`src/rtl/alu_32_bit.sv`:
```
// Registered 32-bit ALU for the MIPS execute stage: AND, OR, ADD, SUB and signed SLT.
// Result, carry-out and zero flag are all captured on the same rising edge.
module alu_32_bit (
  input  logic        clk,
  input  logic        rst_n,
  output logic        carryOut,
  output logic [31:0] outputAlu,
  output logic        Z,
  input  logic [31:0] a,
  input  logic [31:0] b,
  input  logic        carryIn,
  input  logic [2:0]  AluOp
);

  localparam logic [2:0] OP_AND = 3'b000;
  localparam logic [2:0] OP_OR  = 3'b001;
  localparam logic [2:0] OP_ADD = 3'b010;
  localparam logic [2:0] OP_SUB = 3'b110;
  localparam logic [2:0] OP_SLT = 3'b111;

  logic [32:0] add_sum_s;
  logic [32:0] sub_sum_s;
  logic        slt_ovf_s;
  logic [31:0] result_d;
  logic        carry_d;
  logic        zero_d;
  logic [31:0] result_q;
  logic        carry_q;
  logic        zero_q;

  // Next-state result, carry and zero from the operation selected this cycle
  always_comb begin
    add_sum_s = {1'b0, a} + {1'b0, b} + {32'd0, carryIn};
    sub_sum_s = {1'b0, a} + {1'b0, ~b} + 33'd1;
    slt_ovf_s = (a[31] != b[31]) && (sub_sum_s[31] != a[31]);
    result_d  = 32'd0;
    carry_d   = 1'b0;
    case (AluOp)
      OP_AND: result_d = a & b;
      OP_OR:  result_d = a | b;
      OP_ADD: {carry_d, result_d} = add_sum_s;
      OP_SUB: {carry_d, result_d} = sub_sum_s;
      OP_SLT: begin
        result_d = {31'd0, sub_sum_s[31] ^ slt_ovf_s};
        carry_d  = sub_sum_s[32];
      end
      default: begin
        result_d = 32'd0;
        carry_d  = 1'b0;
      end
    endcase
    // Zero tracks the value being registered, never the held one
    zero_d = ~|result_d;
  end

  // Output stage with synchronous active-low reset
  always_ff @(posedge clk) begin
    if (!rst_n) begin
      result_q <= 32'd0;
      carry_q  <= 1'b0;
      zero_q   <= 1'b1;
    end else begin
      result_q <= result_d;
      carry_q  <= carry_d;
      zero_q   <= zero_d;
    end
  end

  assign outputAlu = result_q;
  assign carryOut  = carry_q;
  assign Z         = zero_q;

endmodule

```
`config.mk`:
```
export PLATFORM = sky130hd
export DESIGN_NAME = alu_32_bit
export DESIGN_NICKNAME = d
export VERILOG_FILES = /design/src/rtl/alu_32_bit.sv
export SDC_FILE = /design/constraint.sdc
export NUM_CORES = 1
export LEC_CHECK = 0
export CORE_UTILIZATION = 35
export DETAILED_ROUTE_END_ITERATION = 8
export GPL_TIMING_DRIVEN = 0
export PLACE_DENSITY_LB_ADDON = 0.1
export SLEW_MARGIN = 20
export SYNTH_ARGS = -nofsm -noshare
export SYNTH_HDL_FRONTEND = slang
export SYNTH_SLANG_ARGS = --single-unit
```
`constraint.sdc`:
```
create_clock -name clk -period 7.7 [get_ports clk]
set_clock_uncertainty 0.15 [all_clocks]
set_input_delay 1.155 -clock clk [delete_from_list [all_inputs] [get_ports clk]]
set_output_delay 1.155 -clock clk [all_outputs]
set_load 0.05 [all_outputs]
```
# Word-level counts from Yosys, hierarchy flattened
# Cells that the tools add are included.
[classes] eq_ne=6 n_reduce_logical=5 n_addsub=4 mux=2 n_bitwise=4
[ops] operator="case mux 32 bit (5 select lines)" n=1
[ops] operator="adder 32 x 32 -> 33 bit" n=2
[ops] operator="adder 33 x 1 -> 33 bit" n=1
[ops] operator="adder 33 x 1 -> 33 bit (second input constant)" n=1
[ops] operator="bitwise AND 32 bit" n=1
[ops] operator="inverter 32 bit" n=1
[ops] operator="OR 32 bit" n=1
[ops] operator="OR reduction 32 bit" n=1
[ops] operator="== test 3 bit (second input constant)" n=2
[ops] operator="== test 3 x 1 -> 1 bit (second input constant)" n=1
[ops] operator="== test 3 x 2 -> 1 bit (second input constant)" n=1
[ops] operator="logical NOT 3 bit" n=1
[ops] operator="inequality test 1 bit" n=2
[ops] operator="case mux 1 bit (2 select lines)" n=1
[ops] operator="OR reduction 2 bit" n=1
[ops] operator="logical AND 1 bit" n=1
[ops] operator="logical NOT 1 bit" n=1
[ops] operator="XOR 1 bit" n=1
[word_totals] output_inout_bits=34 word_cells=24 in_bits=70 reg_bits=34

# Depth between registers and ports, before layout
# Gate-level depths: netlist (run 1).
[depth] ltp_word=9 ltp_mapped=24 ltp_nobuf=23

# Worst setup path before layout (run 1)
# No wires, ideal clock.
[synth_timing] kind="input -> register" startpoint="input port a[3]" endpoint="register zero_q (netlist: Z)" path_buffers=1 path_slack_ps=2531 arrival_ps=4923 setup_time_ps=96 stages=23 required_ps=7454 cell_sequence="inv_1 ha_1 buf_6 or4_4 a21boi_2 o21ai_1 o2bb2ai_2 o21ai_0 o41ai_1 nor2_1 nor2_1 o21bai_1 fa_1 o22ai_1 nand2_1 o21ai_0 or3_1 nor4b_1 and4_1 nand4_1 nor4_1 nand4_1 o41ai_2"
[synth_via] elab_chain_len=8 elab_cells_between_ends=12 classes_between="add/sub (4); eq/ne (1); mux (1); bitwise (3); reduce/logical (3)"
[synth_rtl] element="start, declared" line="9" source="input logic [31:0] a,"
[synth_rtl] element="adder 32 x 32 -> 33 bit" line="34" source="sub_sum_s = {1'b0, a} + {1'b0, ~b} + 33'd1;"
[synth_rtl] element="adder 33 x 1 -> 33 bit" line="34"
[synth_rtl] element="inequality test 1 bit" line="35" source="slt_ovf_s = (a[31] != b[31]) && (sub_sum_s[31] != a[31]);"
[synth_rtl] element="logical AND 1 bit" line="35"
[synth_rtl] element="XOR 1 bit" line="44" source="result_d = {31'd0, sub_sum_s[31] ^ slt_ovf_s};"
[synth_rtl] element="case mux 32 bit (5 select lines) *" line="38" source="case (AluOp)"
[synth_rtl] element="OR reduction 32 bit *" line="53" source="zero_d = ~|result_d;"
[synth_rtl] element="logical NOT 1 bit *" line="53"
[synth_rtl] element="end signal, assigned" line="65" source="zero_q <= zero_d;"
[synth_rtl] element="end, declared" line="29" source="logic zero_q;"
# Mark *: on every way between the ends. The rest lies on a longest branch, timed or not.
# A chain may end at the register's enable or synchronous reset.

# Worst setup path in the final report (run 1)
[layout_timing] startpoint="input port a[1]" endpoint="register zero_q (netlist: Z)"
# The elaborated chain is that of the path after synthesis.

==> impl_results.md, run 1 <==
* Register bit count reported by yosys at 34
* GRT overflow at 0
* Top cell type's share of synthesized area at about 20%
* Async SR Flop Fraction at 0%
* Uppermost layer routed: met4
* # clock sinks at 34
* Metal-1 WL at 10,900 um
* DR pass1 iterations at 5
* Yosys warns at 0
* Fin crit period at approximately 6.8 ns
* Critical path endpoint category: flip-flop
* Register area share after synthesis at 10.9%
* Setup TNS Final at 0 ns
* Fin area at ~7700 sq um
* Final setup violating endpoints at 0
* Pwr dens at around 130 nW/um^2
* Area grow syn2layout at 23.5%
* Hold Vio Cnt, Final at 0
* Maximum fanout along the worst path at 5
* Worst Tran Pin Value at between 1 and 1.5 ns
* CTS tree: yes
* RSZ-0062 raised after global routing: no
* Adder-Cell Fraction of Synth Area at 21.6%
* Status: complete, no violations
* Pin count of the biggest net entering global routing at 13
* Netlist cell types at 88
* Initial Utilization at a little over a third
* Total Power at just under 0.001 W
* Largest cells by area after synthesis: ha_1 20%, dfxtp_1 11%, a21oi_1 7.2%
* Diodes inserted at 0
* Fill count at 1,863
* Crit path required time at a little under 8 ns
* Post-synthesis cell area at between 6000 and 7000 sq um
* Slew Limit Headroom at between 20% and 30%
* Placed Area at 7570 sq um
* DR vias/cell at approximately 5.7
* Mux cell area share after synthesis at under 10%
* Metal3 WL at between 1500 and 2000 um
* I/O pins at 104
* Hpwl dp at roughly 19,000 um
* Final Wtd Congestion at slightly above 0.9
* Average size of a mapped cell at 7.17 sq um
* Vias post-DR at around 6.8k
* Max-slew violations at 0
* Share of cells above drive strength 1 at under 10%
* H-tree depth at 2
* Global-route wire length before repair at ~36,000 um
* Top_reg_cell synth: dfxtp_1
* FMAX at between 0.1 and 0.15 GHz
* Post-Synth XOR/XNOR Area at 2.79%
* Compound-Gate Fraction of Synth Area at 32.1%
* Worst-path clk slew at about 0.05 ns
* Vias in the first global route at about 6.4k
* Total GRT Usage at roughly 25%
* Rows at 48
* Core Footprint at around 17,000 sq um
* Die height at 136 um
* CP Launch Type: input port
* I/O Buffers at slightly above 100
* Minimum hold slack at 1.29 ns
* Root Buffer: clkbuf_16
* Max-cap viol count at 0
* Detail Route Antenna Nets at 0
* Mapped Cells at ~870
* Final wirelength at around 23,000 um
* Max Buffers Root-to-Sink at 2
* Area fraction in and, or, nand and nor cells after synthesis at 22.7%
* Worst Hold Class: in -> reg
* Post-Syn Nets at about 1.1k
* Postcts setup bufs at 0
* DR iter-0 viols at about 690
* Leakage at 3.34 nW
* NumNets Final at ~1.2k
* Area leader, netlist: ha_1
* Post-cts sizing count at 0
* Most common cell in the netlist: ha_1
* Routed WL per cell at between 15 and 20 um
* Largest family of logic cells by synthesized area: compound AO/OA/AOI/OAI gates
* Worst VDD drop at approximately 0.000096 V
* # DRC at 0
* Antenna violations before repair at 0
* Hold-fix buffers, CTS at 0
* CP arrival at slightly below 7 ns
* Die Span X at roughly 140 um
* Met2 WL at between 9000 and 10,000 um
* Final Cycle Share at slightly below 90%
* Post-Layout Cell Count at roughly 1.2k
* Synth cell count leaders: 102 x ha_1, 94 x nor2_1, 91 x inv_1
* Number of enable flip-flop cells after synthesis at 0
* CP Class: in -> reg
* Die area at between 15,000 and 20,000 sq um
* Num CTS Buffers at 5
* Placed Cells incl. Taps at about 1.2k
where the power goes:
group | internal, W | switching, W | leakage, nW | total, W
Clock | 0.000152 | 0.0000786 | 0.0760 | 0.000231
Sequential | 0.000190 | 0.00000361 | 0.280 | 0.000193
Combinational | 0.000205 | 0.000345 | 2.99 | 0.000549
critical path, cell delays in order:
cell and delay (ns):
clkdlybuf4s50_1 0.64, inv_1 0.08, ha_1 0.32, o21ba_1 0.20, or4_4 0.47, a21boi_2 0.21
o21ai_1 0.17, o2bb2ai_2 0.21, o21ai_0 0.29, o41ai_1 0.14, nor2_1 0.10, nor2_1 0.07
o21bai_1 0.16, fa_1 0.21, o22ai_1 0.07, nand2_1 0.09, o21ai_0 0.16, or3_1 0.34
nor4b_1 0.52, and4_1 0.30, nand4_1 0.11, nor4_1 0.46, nand4_1 0.17, o41ai_2 0.23
path summary, 6_finish.rpt:
kind | to | slack, ns | from | depth (start not counted)
max | Z$_SDFF_PN1_ | 0.85 | a[1] | 24
min | outputAlu[0]$_SDFF_PN0_ | 1.29 | AluOp[0] | 3
flip-flops by register name, indices dropped and copies added, names as in the netlist:
| name | cells |
|---|---|
| outputAlu | 32 |
| Z | 1 |
| carryOut | 1 |
cell families (layout without fill, tap and decap cells):
kind of cell / after synthesis / in the layout
AO/OA/AOI/OAI: 286 / 286
XOR/XNOR: 20 / 20
adder cells (fa/ha/maj): 106 / 106
buffers and inverters: 138 / 248
flip-flops: 34 / 34
multiplexers: 7 / 7
AND/OR/NAND/NOR: 283 / 283
layer usage:
layer / vias to the layer above / track usage, %
met5: - / 0
met4: 0 / 5.87
met3: 29 / 3.09
met2: 276 / 39.1
met1: 3170 / 36.2
li1: 3362 / -
final cells by class:
cell class                      count  area, sq um  share of cell area, %
Tap cell                          225          282                   3.64
Clock inverter                      3         45.0                  0.582
Timing Repair Buffer              102         1020                   13.2
Clock buffer                        5          125                   1.62
Sequential cell                    34          681                   8.79
Buffer                             43          191                   2.47
Inverter                           95          357                   4.61
Multi-Input combinational cell    702         5040                   65.1
metrics by stage:
stage,worst slack (ns),util [%]
floorplan,2.53,-
global placement,0.720,43.5
detailed placement,0.704,43.5
CTS,0.988,44.5
global route,0.483,44.5
finish,0.854,44.5
cells in the final DEF, fill, tap and decap left out, drive strengths merged, types with 10 or more instances in the layout:
master,instances
a211oi,20
a21oi,95
a31oi,10
and2,20
and3,10
buf,16
clkbuf,32
clkdlybuf4s50,102
dfxtp,34
ha,102
inv,95
nand2,50
nand2b,10
nand3,12
nand4,13
nor2,95
nor2b,12
nor3,19
nor4,10
o211ai,12
o21ai,40
o22ai,10
o31ai,16
xnor2,16
Power figures use the tool's default switching activity.
==> inputs of run 2 (changes only) <==
- ABC_AREA: default -> 1
- CAP_MARGIN: default -> 10
==> run 2 against run 1 <==
  * Global-route usage is 0.54 points higher
  * Critical path type unchanged
  * Design area up 18%
  * Highest routed layer unchanged
  * Via count increased by 28%
==> impl_results.md, run 2 <==
* Status: complete, no violations
* Hold path cells at 3 (unchanged)
* Vias in the first global route at 7,966 (+25%)
* Post-Synth XOR/XNOR Area at 0.115% (-2.7 points)
* Fin area at 9140 sq um (+18%)
* RSZ-0062 raised after global routing: no
* DR pass1 iterations at 5 (unchanged)
* Die Span X at 149 um (+9.9%)
* Fin crit period at 5.00 ns (-1.85 ns)
* FF+latch area at 681 sq um (unchanged)
* # clock sinks at 34 (unchanged)
* Max-cap viol count at 0 (unchanged)
* DR iter-0 viols at 598 (-13%)
* Total GRT Usage at 25.6% (+0.54 points)
* Vias post-DR at 8,722 (+28%)
* Post-synthesis cell area at 7600 sq um (+21%)
* Final wirelength at 27,900 um (+21%)
* Root Buffer: clkbuf_16
* Detail Route Antenna Nets at 0 (unchanged)
* Area grow syn2layout at 20.3%
* Die area at 22,300 sq um (+21%)
* Post-Syn Nets at 1,588 (+51%)
* Slew Limit Headroom at 43.0% (+17 points)
* Most frequent cells in the layout: 439 x nand2_1, 336 x inv_1, 145 x nand3_1
* # DRC at 0 (unchanged)
* Setup TNS Final at 0 ns (unchanged)
* Hpwl dp at 24,700 um (+30%)
* Max-slew violations at 0 (unchanged)
* Synth cell count leaders: 439 x nand2_1, 336 x inv_1, 145 x nand3_1
* CTS tree: yes
* NumNets Final at 1,698 (+47%)
* Worst Hold Class: in -> reg
* Share of cells above drive strength 1 at 5.38% (about the same)
* Area occupied by multi-input gates at 5370 sq um (+6.5%)
* CP Class: in -> reg
* Postcts setup bufs at 0 (unchanged)
* I/O Buffers at 103 (+0.98%)
* Area leader, netlist: nand2_1
* Most common cell after layout, fill and taps aside: nand2_1
* Register bit count reported by yosys at 34 (unchanged)
* Rows at 53 (+10%)
* Adder-Cell Fraction of Synth Area at 17.8% (-3.8 points)
* Top_reg_cell synth: dfxtp_1
* DR vias/cell at 4.85 (-14%)
* Maximum fanout along the worst path at 8 (+3)
* Mux cell area share after synthesis at 0% (-1.1 points)
* GRT overflow at 0 (unchanged)
* I/O pins at 104 (unchanged)
* Final Cycle Share at 64.9% (-24 points)
* Top cell type's share of synthesized area at 21.7% (+1.3 points)
* H-tree depth at 2 (unchanged)
* Most common cell in the netlist: nand2_1
* Hold Vio Cnt, Final at 0 (unchanged)
* Pwr dens at 110 nW/um^2 (-12%)
* Average size of a mapped cell at 5.38 sq um (-25%)
* Compound-Gate Fraction of Synth Area at 8.40% (-24 points)
* Max reg flops at 32 (unchanged)
* Minimum hold slack at 1.43 ns (+0.142 ns)
* Die height at 149 um (+9.9%)
* Worst-path clk slew at 0.05 ns (about the same)
* Largest family of logic cells by synthesized area: simple AND/OR/NAND/NOR gates
* Core Footprint at 21,200 sq um (+21%)
* Register area share after synthesis at 8.96% (-1.9 points)
* Crit path required time at 7.76 ns (+0.03 ns)
* Final Wtd Congestion at 0.958 (+3.3%)
* Crit path depth at 21 (-13%)
* Antenna violations before repair at 0 (unchanged)
* Placed Area at 8970 sq um (+19%)
* Bufs and invs on worst path at 3 (+1)
* Crit path largest cell delay at 0.52 ns (-0.12 ns)
* Mapped Cells at 1,412 (+62%)
* Global-route wire length before repair at 42,800 um (+20%)
* Slowest CP cell: clkdlybuf4s50_1
* Worst Tran Pin Value at 0.854 ns (-0.246 ns)
* Cell family contributing the most delay on the critical path: simple AND/OR/NAND/NOR gates
* Critical path endpoint category: flip-flop
* Async SR Flop Fraction at 0% (unchanged)
* Leakage at 5.27 nW (+58%)
* Pin count of the biggest net entering global routing at 11 (-2)
* Critical path cell sequence: clkdlybuf4s50_1 > inv_1 > ha_1 > buf_2 > nor2_1 > nand2_1 > nor2_1 > and3_1 > nand2_1 > nand2_1 > a21oi_1 > o21bai_1 > fa_1 > o21ai_0 > nor3b_1 > nand2_1 > nor2_1 > nand3_1 > nor3_1 > nand3_1 > nand2_1
* Post-cts sizing count at 0 (unchanged)
* Final setup violating endpoints at 0 (unchanged)
* Critical path's most frequent cell: nand2_1
* Diodes inserted at 0 (unchanged)
* Netlist cell types at 38 (-57%)
* CP arrival at 5.06 ns (-1.82 ns)
* Num CTS Buffers at 5 (unchanged)
* Worst VDD drop at 0.0000772 V (-20%)
* Largest cells by area after synthesis: nand2_1 22%, ha_1 17%, inv_1 17%
* FMAX at 0.200 GHz (+37%)
* Max Buffers Root-to-Sink at 2 (unchanged)
* Yosys warns at 0 (unchanged)
* Fill count at 2,462 (+32%)
* Initial Utilization at 35.9% (-0.073 points)
* Hold-fix buffers, CTS at 0 (unchanged)
* CP Launch Type: input port
* Number of enable flip-flop cells after synthesis at 0 (unchanged)
* Routed WL per cell at 15.5 um (-19%)
* Area fraction in and, or, nand and nor cells after synthesis at 44.3% (+22 points)
-- run 2: cell types whose count changed after synthesis, sizes merged, moves of 17 or more --
cell | before | now
clkbuf | 27 | 8
o22ai | 10 | 28
a21oi | 95 | 46
and2 | 20 | 3
inv | 95 | 339
o21ai | 40 | 23
nand2 | 50 | 449
nand3 | 12 | 148
a211oi | 20 | 0
buf | 16 | 33
nor2 | 95 | 124
-- run 2: area by class of cell --
cell class                      count  share of cell area [%]
Buffer                             41                    3.02
Tap cell                          275                    3.76
Inverter                          339                    13.9
Timing Repair Buffer              103                    11.3
Multi-Input combinational cell    998                    58.7
Sequential cell                    34                    7.45
Clock buffer                        8                    1.82
-- run 2: cells by family after synthesis --
group           Yosys count
fa+ha+maj               106
xor+xnor                  1
compound gates          113
flops                    34
buf+inv                 380
simple gates            778
-- run 2: power breakdown --
group	switching (W)	total, W	internal [W]
clock network	0.0000666	0.000213	0.000146
logic	0.000400	0.000602	0.000202
registers	0.00000281	0.000192	0.000189
-- run 2: path summary, 6_finish.rpt --
path	startpoint	to	slack, ns
worst max-delay path	a[24]	Z$_SDFF_PN1_	2.70
worst min-delay path	rst_n	outputAlu[6]$_SDFF_PN0_	1.43
-- run 2: worst min-delay path: stages --
cell	delay, ns
clkdlybuf4s50_1	0.51
nand2_1	0.11
inv_1	0.03
-- run 2: stage by stage --
stage | total power, W | utilization, % | std cells | setup slack [ns]
global placement | 0.000789 | 42.4 | 1790 | 2.41
CTS | 0.00101 | 43.2 | 1798 | 2.68
floorplan | 0.000591 | - | 1412 | 3.87
global route | 0.00109 | 43.2 | 1798 | 2.44
finish | 0.00101 | 43.2 | 1798 | 2.70
detailed placement | 0.000790 | 42.4 | 1790 | 2.43
-- run 2: per-layer routing --
layer	up-vias	track usage (%)	share of wire, %
li1	4522	-	-
met1	3942	36.6	50
met2	229	40.8	43
met3	29	2.11	5.2
met4	0	6.73	2.0
met5	-	0	0
==> variant 1: new RTL, config.mk and constraints of run 1 <==
Take the reset off `result_q` and load it in a clocked block of its own.
--- a/src/rtl/alu_32_bit.sv
+++ b/src/rtl/alu_32_bit.sv
@@ -57,12 +57,14 @@
   always_ff @(posedge clk) begin
     if (!rst_n) begin
-      result_q <= 32'd0;
       carry_q  <= 1'b0;
       zero_q   <= 1'b1;
     end else begin
-      result_q <= result_d;
       carry_q  <= carry_d;
       zero_q   <= zero_d;
     end
+  end
+
+  always_ff @(posedge clk) begin
+    result_q <= result_d;
   end
 
Check against the original RTL: not equivalent (a bounded check fails within 4 cycles, from zero or initial values and one cycle with rst_n low).
==> variant 1 against run 1 <==
Non-clock buffer count increased by 5; setup slack got worse by 0.39 ns; critical endpoint unchanged; die area decreased by 3.9%; highest routed layer unchanged; worst hold slack got worse by 0.16 ns; sequential power increased by 5%; total power increased by 0.74%; synthesized area decreased by 3.9%; synthesized cell count decreased by 4.5%; sequential cell count unchanged; routed wire length decreased by 8.0%; first-iteration DRC count decreased by 15%; utilization increased by 0.26 points; critical path type unchanged; final area decreased by 3.6%.
==> variant 1: results (changes against run 1) <==
Slowest CP cell = clkdlybuf4s50_1
Buffers, non-clock = 150 (+3.4%)
Dpl hpwl = 17,200 microns (-9.2%)
Comb pwr share = 58.3% (+1.9 points)
CLK BUF = 7 (+2)
Register area share after synthesis = 11.3% (+0.44 points)
Final non-clock buffer share = 16.4% (+0.69 points)
Seq area share = 9.12% (+0.32 points)
Status = complete, no violations
Worst VDD drop = 0.0000792 V (-18%)
# fillers = 1,795 (-3.7%)
DP Worst Slack = 0.248 ns (-0.456 ns)
Placed cell area = 0.00732 sq mm (-3.3%)
Synth Area in Compound Gates = 32.5% (+0.32 points)
Max_slew headroom = 42.4% (+16 points)
Post-DR vias/cell = 5.66 (about the same)
CP arrival = 7.29 ns (+0.41 ns)
Clk pwr share = 21.0% (-2.7 points)
Mean area per synthesized cell = 7.21 sq um (+0.56%)
Post-Syn Nets = 1,011 (-3.7%)
GPL Wtd Cong = 0.946 (+2.0%)
GRT Total Usage = 24.3% (-0.75 points)
Layout cells sized above 1 = 4.66% (-0.73 points)
Multi-input gate count = 655 (-6.7%)
Comb group = 0.572 mW (+4.2%)
Area delta synth->final = 24.0%
Vias = 6,592 (-3.6%)
Pin count of the biggest net entering global routing = 11 (-2)
DR WL/cell = 18.2 microns (-4.6%)
Worst-case hold path end point = outputAlu[1]$_DFF_P_
Adder-Cell Fraction of Synth Area = 22.5% (+0.89 points)
First-pass GRT wire length = 33,800 microns (-4.9%)
Net Switching = 0.443 mW (+3.9%)
Rows = 47 (-2.1%)
Multi-input logic area = 0.00477 sq mm (-5.3%)
Post-synthesis mux area share = 1.89% (+0.75 points)
Non-clk invs = 98 (+3.2%)
Post-Synth XOR/XNOR Area = 2.91% (+0.11 points)
## variant 1: cell count changes in the layout (fill, tap and decap cells not counted), moves of 7 or more
cell	run 1	this run
a21oi_1	90	77
a211oi_1	16	7
and3_1	10	1
o211ai_1	11	18
nor2_1	94	54
and2_1	20	4
o31ai_1	15	7
## variant 1: routing by layer
layer  wire [microns]  part of all wire [%]  global-route usage [%]  vias up
met2             9010                    42                    37.4      271
met4              471                   2.2                    7.32        0
li1                 -                     -                       -     3219
met3             1690                   8.0                    4.30       26
met1            10000                    47                    34.4     3076
met5                0                     0                       0        -
## variant 1: worst max-delay path by stage
stage	start	end	slack, ns	depth (start not counted)
final	a[1]	Z$_SDFF_PN1_	0.46	25
after global routing	a[1]	Z$_SDFF_PN1_	0.11	25
after CTS	a[1]	Z$_SDFF_PN1_	0.53	25
after detailed placement	a[1]	Z$_SDFF_PN1_	0.25	25
after global placement	a[1]	Z$_SDFF_PN1_	0.22	25
after floorplan	a[7]	Z$_SDFF_PN1_	2.09	24
==> variant 2: new RTL, settings of run 1 <==
Without the edit above. Add an input register stage for `a`, `b`, `carryIn` and `AluOp`, with the module's reset; this delays them by one clock.
--- a/src/rtl/alu_32_bit.sv
+++ b/src/rtl/alu_32_bit.sv
@@ -19,4 +19,23 @@
   localparam logic [2:0] OP_SLT = 3'b111;
 
+  logic [31:0] a_q;
+  logic [31:0] b_q;
+  logic carryIn_q;
+  logic [2:0] AluOp_q;
+
+  always_ff @(posedge clk) begin
+    if (!rst_n) begin
+      a_q       <= '0;
+      b_q       <= '0;
+      carryIn_q <= '0;
+      AluOp_q   <= '0;
+    end else begin
+      a_q       <= a;
+      b_q       <= b;
+      carryIn_q <= carryIn;
+      AluOp_q   <= AluOp;
+    end
+  end
+
   logic [32:0] add_sum_s;
   logic [32:0] sub_sum_s;
@@ -31,12 +50,12 @@
   // Next-state result, carry and zero from the operation selected this cycle
   always_comb begin
-    add_sum_s = {1'b0, a} + {1'b0, b} + {32'd0, carryIn};
-    sub_sum_s = {1'b0, a} + {1'b0, ~b} + 33'd1;
-    slt_ovf_s = (a[31] != b[31]) && (sub_sum_s[31] != a[31]);
+    add_sum_s = {1'b0, a_q} + {1'b0, b_q} + {32'd0, carryIn_q};
+    sub_sum_s = {1'b0, a_q} + {1'b0, ~b_q} + 33'd1;
+    slt_ovf_s = (a_q[31] != b_q[31]) && (sub_sum_s[31] != a_q[31]);
     result_d  = 32'd0;
     carry_d   = 1'b0;
-    case (AluOp)
-      OP_AND: result_d = a & b;
-      OP_OR:  result_d = a | b;
+    case (AluOp_q)
+      OP_AND: result_d = a_q & b_q;
+      OP_OR:  result_d = a_q | b_q;
       OP_ADD: {carry_d, result_d} = add_sum_s;
       OP_SUB: {carry_d, result_d} = sub_sum_s;
Function: changed (a bounded check fails within 4 cycles, from zero or initial values and one cycle with rst_n low).
==> variant 2 against run 1 <==
Sequential cell count up 68; critical path depth down 3; first-iteration DRC count up 5.1%; clock power up 120%; critical path type is now reg2reg; total power up 66%; final area up 27%; fmax up 22%; setup slack better by 1.3 ns; routed wire length up 24%; synthesized area up 30%; critical endpoint unchanged; global-route usage down 0.75 points.
==> variant 2: results (changes against run 1) <==
Asr flop ratio synth = 0% (unchanged)
Hold Crit Class = reg2reg
Clock-cell share = 3.27% (+1.1 points)
Root Driver = clkbuf_16
Pin count of the biggest net entering global routing = 18 (+5)
Register-to-Register Path Depth = 21
Slowest CP cell = o41ai_4
Worst Hold Path Cells = 3 (unchanged)
Clock transition at the registers of the reported paths = 0.07 ns (+0.02 ns)
Initial antenna violation count = 1 (+1)
CP Max Fanout = 6 (+1)
Warnings from Yosys = 0 (unchanged)
Nets = 1,326 (+14%)
DRT Pass-1 Iters = 5 (unchanged)
Post-synthesis mux area share = 2.25% (+1.1 points)
First-pass GRT wire length = 44,100 microns (+24%)
CTS max path bufs = 2 (unchanged)
Adder-Cell Fraction of Synth Area = 16.7% (-5.0 points)
CP delay by family, top = compound AO/OA/AOI/OAI gates
Postcts setup bufs = 0 (unchanged)
Resize count post-CTS = 0 (unchanged)
P_leak = 4.09 nW (+22%)
Multi-input gate count = 772 (+10%)
Top cells by area, synth = dfxtp_1, ha_1, and2_1
Post-Synth XOR/XNOR Area = 1.61% (-1.2 points)
CLK BUF = 10 (+5)
Non-clk invs = 106 (+12%)
I/O Buffers = 102 (unchanged)
Largest family of logic cells by synthesized area = compound AO/OA/AOI/OAI gates
Register area share after synthesis = 25.1% (+14 points)
CP arrival = 5.71 ns (-1.17 ns)
Layout cells sized above 1 = 5.63% (+0.24 points)
CTS Buf Count = 9 (+4)
Post-synthesis cell type count = 83 (-5.7%)
DR WL/cell = 19.8 microns (+4.0%)
Slowest Stage Delay on Critical Path = 0.68 ns (+0.04 ns)
Vias in the first global route = 7,676 (+20%)
Fraction of area in multi-input gates = 55.4% (-9.7 points)
Synth Area in Compound Gates = 24.9% (-7.2 points)
Commonest cells in the netlist = dfxtp_1, ha_1, inv_1
Status = complete, no violations
Dpl hpwl = 22,500 microns (+19%)
Buffers, non-clock = 159 (+9.7%)
Final non-clock buffer share = 12.9% (-2.8 points)
Clk Latency, worst-skew pair = 0.36 ns
GRT Total Usage = 24.3% (-0.75 points)
Min Clock Period, post-route = 5.59 ns (-1.25 ns)
# fillers = 2,394 (+29%)
Seq area share = 20.8% (+12 points)
GPL Wtd Cong = 0.961 (+3.6%)
N_diodes = 0 (unchanged)
Tightest Pin Transition = 0.984 ns (-0.116 ns)
Post-Syn Nets = 1,213 (+16%)
Vias = 7,999 (+17%)
Initial drt markers = 726 (+5.1%)
Worst VDD drop = 0.000104 V (+8.1%)
H-tree levels = 3 (+1)
CTS sink count = 102 (+200%)
DP Worst Slack = 2.20 ns (+1.49 ns)
variant 2: cell count changes after synthesis, sizes merged, moves of 11 or more:
cell / run 1 / this run
nand2: 50 / 63
dfxtp: 34 / 102
and2: 20 / 88
inv: 95 / 106
nor2: 95 / 72
o21ai: 40 / 51
variant 2: where the power goes:
part,internal (mW),switching (mW)
combinational,0.200,0.334
sequential,0.559,0.0180
clock,0.288,0.219
total,1.05,0.571
variant 2: per-stage QoR:
| stage | utilization [%] | instances | area, sq um | total power [mW] | hold slack, ns |
|---|---|---|---|---|---|
| 4_1_cts | 43.3 | 1440 | 9830 | 1.63 | 0.644 |
| 3_5_place_dp | 41.9 | 1424 | 9510 | 1.11 | 0.634 |
| 5_1_grt | 43.3 | 1440 | 9830 | 1.71 | 0.701 |
| 3_3_place_gp | 41.9 | 1424 | 9510 | 1.12 | 0.621 |
| 2_1_floorplan | - | 1037 | 8140 | 0.933 | 0.517 |
| 6_report | 43.3 | 1440 | 9830 | 1.62 | 0.634 |
variant 2: layer usage:
layer  GRT usage, %  routed length [microns]  share of wire (%)
met1           32.0                    12500                 44
met4           8.63                      891                3.1
met3           3.42                     1980                6.9
met5              0                        0                  0
met2           40.5                    13200                 46
variant 2: final timing paths:
kind,startpoint,endpoint,slack [ns]
setup / recovery,a_q[1]$_SDFF_PN0_,Z$_SDFF_PN1_,2.11
hold reg to reg,a_q[31]$_SDFF_PN0_,carryOut$_SDFF_PN0_,0.63
setup reg to reg,a_q[1]$_SDFF_PN0_,Z$_SDFF_PN1_,2.11
hold / removal,a_q[31]$_SDFF_PN0_,carryOut$_SDFF_PN0_,0.63
